### src/rtl/pbit_sweep_collector_if.sv
// pbit_sweep_collector_if: valid/ready sample port carrying captured p-bit state vectors
interface pbit_sweep_collector_if #(parameter int W = 5);
  logic         valid;
  logic         ready;
  logic [W-1:0] data;
  modport master (output valid, output data, input ready);
  modport slave  (input valid, input data, output ready);
endinterface

### src/rtl/pbit_sweep_collector.sv
// pbit_sweep_collector: tracks in-order p-bit update sweeps and buffers one state sample per clean sweep
module pbit_sweep_collector #(
  parameter int N_PBITS = 5,
  parameter int DEPTH   = 4,
  parameter int BURN_IN = 0,
  parameter int CNT_W   = 16
) (
  input  logic                     clk,
  input  logic                     reset,
  input  logic [N_PBITS-1:0]       update_in_i,
  input  logic [N_PBITS-1:0]       pbit_state_i,
  pbit_sweep_collector_if.master   smp,
  output logic [$clog2(DEPTH):0]   level_o,
  output logic [CNT_W-1:0]         sweep_count_o,
  output logic                     seq_error_o,
  output logic                     overflow_o
);
  localparam int AW = $clog2(DEPTH);
  localparam int LW = AW + 1;
  localparam logic [CNT_W-1:0] BURN = CNT_W'(BURN_IN);
  logic [N_PBITS-1:0] exp_q, exp_d;
  logic               pend_q, pend_d, part_q, part_d, serr_q, serr_d, ovf_q, ovf_d;
  logic [CNT_W-1:0]   cnt_q, cnt_d;
  logic [LW-1:0]      wp_q, wp_d, rp_q, rp_d;
  logic [N_PBITS-1:0] mem [DEPTH];
  logic               idle, hit, onehot, push, pop, full, wr;
  always_comb begin
    idle   = update_in_i == '0;
    hit    = update_in_i == exp_q;
    onehot = !idle && ((update_in_i & (update_in_i - N_PBITS'(1))) == '0);
    exp_d  = idle ? exp_q
           : hit ? {exp_q[N_PBITS-2:0], exp_q[N_PBITS-1]}
           : onehot ? {update_in_i[N_PBITS-2:0], update_in_i[N_PBITS-1]}
           : N_PBITS'(1);
    part_d = idle ? part_q : hit ? part_q && !exp_q[0] : 1'b1;
    pend_d = hit && exp_q[N_PBITS-1] && !part_q;
    serr_d = serr_q || (!idle && !hit);
    push   = pend_q && cnt_q >= BURN;
    cnt_d  = cnt_q + CNT_W'(pend_q && cnt_q != '1);
    full   = level_o == LW'(DEPTH);
    pop    = smp.valid && smp.ready;
    wr     = push && (!full || pop);
    ovf_d  = ovf_q || (push && !wr);
    wp_d   = wp_q + LW'(wr);
    rp_d   = rp_q + LW'(pop);
  end
  always_ff @(posedge clk or posedge reset) begin
    if (reset) begin
      exp_q  <= N_PBITS'(1);
      pend_q <= 1'b0;
      part_q <= 1'b0;
      serr_q <= 1'b0;
      ovf_q  <= 1'b0;
      cnt_q  <= '0;
      wp_q   <= '0;
      rp_q   <= '0;
    end else begin
      exp_q  <= exp_d;
      pend_q <= pend_d;
      part_q <= part_d;
      serr_q <= serr_d;
      ovf_q  <= ovf_d;
      cnt_q  <= cnt_d;
      wp_q   <= wp_d;
      rp_q   <= rp_d;
    end
  end
  // storage needs no reset: pointers define what is valid
  always_ff @(posedge clk) begin
    if (wr) mem[wp_q[AW-1:0]] <= pbit_state_i;
  end
  assign level_o       = wp_q - rp_q;
  assign smp.valid     = level_o != '0;
  assign smp.data      = smp.valid ? mem[rp_q[AW-1:0]] : '0;
  assign sweep_count_o = cnt_q;
  assign seq_error_o   = serr_q;
  assign overflow_o    = ovf_q;
endmodule

### src/flat_wrapper.sv
// flat-port wrapper written by rule: the top's interface ports become plain ports
module pbit_sweep_collector_flat 
#(
  parameter int N_PBITS = 5,
  parameter int DEPTH   = 4,
  parameter int BURN_IN = 0,
  parameter int CNT_W   = 16
)
  (clk, reset, update_in_i, pbit_state_i, level_o, sweep_count_o, seq_error_o, overflow_o, smp_valid, smp_data, smp_ready);
  pbit_sweep_collector_if smp_i ();
  input  logic clk;
  input  logic reset;
  input  logic [N_PBITS-1:0] update_in_i;
  input  logic [N_PBITS-1:0] pbit_state_i;
  output logic [$clog2(DEPTH):0] level_o;
  output logic [CNT_W-1:0] sweep_count_o;
  output logic seq_error_o;
  output logic overflow_o;
  output wire logic [$bits(smp_i.valid)-1:0] smp_valid;
  output wire logic [$bits(smp_i.data)-1:0] smp_data;
  input wire logic [$bits(smp_i.ready)-1:0] smp_ready;
  assign smp_valid = smp_i.valid;
  assign smp_data = smp_i.data;
  assign smp_i.ready = smp_ready;
  pbit_sweep_collector #(.N_PBITS(N_PBITS), .DEPTH(DEPTH), .BURN_IN(BURN_IN), .CNT_W(CNT_W)) u_core (.clk(clk), .reset(reset), .update_in_i(update_in_i), .pbit_state_i(pbit_state_i), .smp(smp_i), .level_o(level_o), .sweep_count_o(sweep_count_o), .seq_error_o(seq_error_o), .overflow_o(overflow_o));
endmodule
### config.mk
export PLATFORM = sky130hd
export DESIGN_NAME = pbit_sweep_collector_flat
export DESIGN_NICKNAME = d
export VERILOG_FILES = /design/src/rtl/pbit_sweep_collector_if.sv /design/src/rtl/pbit_sweep_collector.sv /design/src/flat_wrapper.sv
export SDC_FILE = /design/constraint.sdc
export NUM_CORES = 1
export LEC_CHECK = 0
export ABC_AREA = 1
export BUFFER_PORTS_ARGS = -buffer_cell sky130_fd_sc_hd__clkbuf_2
export CAP_MARGIN = 20
export CORE_MARGIN = 8
export CORE_UTILIZATION = 45
export DETAILED_ROUTE_END_ITERATION = 8
export PLACE_DENSITY = 0.66
export SETUP_SLACK_MARGIN = 0.4
export SLEW_MARGIN = 20
export SYNTH_ARGS = -nofsm -noshare
export SYNTH_HDL_FRONTEND = slang
export SYNTH_SLANG_ARGS = --single-unit
### constraint.sdc
create_clock -name clk -period 5 [get_ports clk]
set_input_delay 0.25 -clock clk [delete_from_list [all_inputs] [get_ports clk]]
set_output_delay 0.25 -clock clk [all_outputs]
set_load 0.02 [all_outputs]
==> out/qor.csv <==
metric;value;unit
status;complete, no violations;
Setup TNS;0;ps
ys async rst share;60.8;%
final hold slack;173;ps
max_cap viols;0;
Peak VDD IR;0.181;mV
share of the synthesized area in the top cell type;30.6;%
Avg Synthesized Cell Area;9.61;sq um
first-pass GRT wire length;7740;microns
nets;322;
Yosys reg bits;51;
slew margin rel.;69.6;%
gpl congestion;0.774;
reg2reg start;u_core.rp_q[0];
ys flop type;dfrtp_1;
CTS buffer count;5;
Hold Path End;u_core.mem[1][1];
Crit. Startpoint;u_core.rp_q[0];
DP Cell Count;365;
gr busiest metal;met2;
core area;0.00537;sq mm
DR WL/cell;12.0;microns
share of cells above drive strength 1;20.5;%
DRT iter0 DRCs;69;
drt first pass iters;4;
Slew Limit Fails;0;
total congestion overflow;0;
most common cell in the netlist;nand2_1;
Worst Path Required;4750;ps
final wirelength;4480;microns
class of the worst hold path;input pin to register;
post-synthesis cell count;255;
initial antenna violation count;0;
synth unique cells;25;
shortest period the worst path allows;2540;ps
Vias;1768;
global routing usage on met2;17.5;%
largest net degree at the start of global routing;32;
Via density;4.73;
Period Utilization, post-route;50.9;%
Mapped Nets;276;
worst reg2reg path depth;10;
YS warnings;0;
postcts setup bufs;0;
met3 usage;3.49;%
hold path startpoint;pbit_state_i[1];
Yosys top cell by area;dfrtp_1;
final cell count without fillers;374;
H-tree depth;2;
Port Buffers;39;
post-route ant nets;0;
top post-synthesis cells by area;dfrtp_1 (31%), edfxtp_1 (25%), nand2_1 (8.0%);
Worst Tran Pin Value;455;ps
Die H;89.8;microns
num rows;27;
Filler cells;513;
Layout area overhead;15.5;%
CTS tree;yes;
worst setup path category;register to output port;
Worst R2R End;u_core.wp_q[2];
Initial Util;45.6;%
flop-to-flop setup slack;2480;ps
final hold vios;0;
antenna cells;0;
GR Util All Layers;11.4;%
EDFF count, synth;20;
Seq/Total Area, Yosys;56.2;%
Resized cells post-CTS;0;
Worst Hold Path Cells;1;
Worst Skew;9.60;ps
IO Count;40;
Post-synth top cells;nand2_1 (52), nor2_1 (34), inv_1 (32), dfrtp_1 (30), edfxtp_1 (20);
dpl hpwl;3540;microns
Power per Cell Area;371;mW/mm^2
crit start category;register;
# DRC;0;
cell area after synthesis;0.00245;sq mm
vias in the first global route;1703;
final-report setup violation count;0;
Crit Path Max Fanout;13;
grt met1 use;15.0;%
CTS root buf;clkbuf_8;
Post-CTS Hold Buffers;1;
RSZ-0062 raised after global routing;no;
Clock transition at path regs;90;ps
Clk Latency, worst-skew pair;300;ps
worst endpoint data arrival time;2290;ps
Critical Path End Type;output port;
# clock sinks;51;
CTS max path bufs;2;
Max Fclk;393;MHz
Pleak;0.00140;uW
die area;0.00806;sq mm
chip width;89.8;microns
[cells by family after synthesis]
logic type | share of synthesized area (%)
and+or+nand+nor | 23.4
adders and majority gates | 4.39
DFF | 56.2
buffers and inverters | 5.72
xor gates and xnor gates | 6.44
AOI/OAI and AO/OA | 3.83
[stage by stage]
| step | utilization (%) | power [uW] | instance area (sq um) | setup slack, ps |
|---|---|---|---|---|
| finish | 52.7 | 1050 | 2830 | 2460 |
| global route | 52.7 | 1130 | 2830 | 2240 |
| CTS | 52.7 | 1070 | 2830 | 2420 |
| detailed placement | 50.9 | 840 | 2730 | 2480 |
| global placement | 50.9 | 829 | 2730 | 2550 |
| floorplan | - | 734 | 2450 | 2710 |
[where the power goes]
group	switching, uW	internal, uW
Sequential	35.9	451
Combinational	221	116
Clock	127	97.4
[cell usage in the layout (no fill, tap or decap), types with 9 or more instances in the layout]
cell	n
nand3_1	17
nand2_1	52
xor2_1	9
edfxtp_1	20
inv_1	32
xnor2_1	9
nor2_1	34
o21ai_0	16
dfrtp_1	30
clkbuf_2	39
[worst max path at each step]
| stage | to | slack [ps] | cells after the start |
|---|---|---|---|
| after floorplan | u_core.wp_q[2] | 2710 | 11 |
| after global placement | u_core.wp_q[2] | 2550 | 10 |
| after detailed placement | u_core.wp_q[2] | 2480 | 10 |
| after CTS | smp_data[0] | 2420 | 10 |
| after global routing | smp_data[0] | 2240 | 9 |
| final | smp_data[1] | 2460 | 10 |
[cell type report]
cell class	count	area, sq um	area share (%)
multi-input cells	167	932	33.0
clock buffers	6	72.6	2.57
repair buffers	41	213	7.52
well taps	72	90.1	3.18
clock inverters	2	12.5	0.442
inverters	35	131	4.64
flip-flops and latches	51	1380	48.7
[registers in the layout (all words and copies together) (netlist names)]
signal                cells
u_core.exp_q              5
u_core.mem               20
u_core.overflow_o         1
u_core.part_q             1
u_core.pend_q             1
u_core.rp_q               3
u_core.seq_error_o        1
u_core.sweep_count_o     16
u_core.wp_q               3
[worst max-delay path, stage by stage, from the launching register on]
cell and delay [ps]:
dfrtp_1 530, ha_1 280, fa_1 380, xnor2_1 190, inv_1 60, nand2_1 70, nand2_1 80, nand3_2 130
nand2_1 70, inv_1 50, clkbuf_2 160
[routing by layer]
metal / vias up / wire length, microns
li1: 909 / -
met4: 0 / 34
met2: 36 / 2060
met1: 819 / 2150
met3: 4 / 230
met5: - / 0
(Power assumes the default switching activity.)
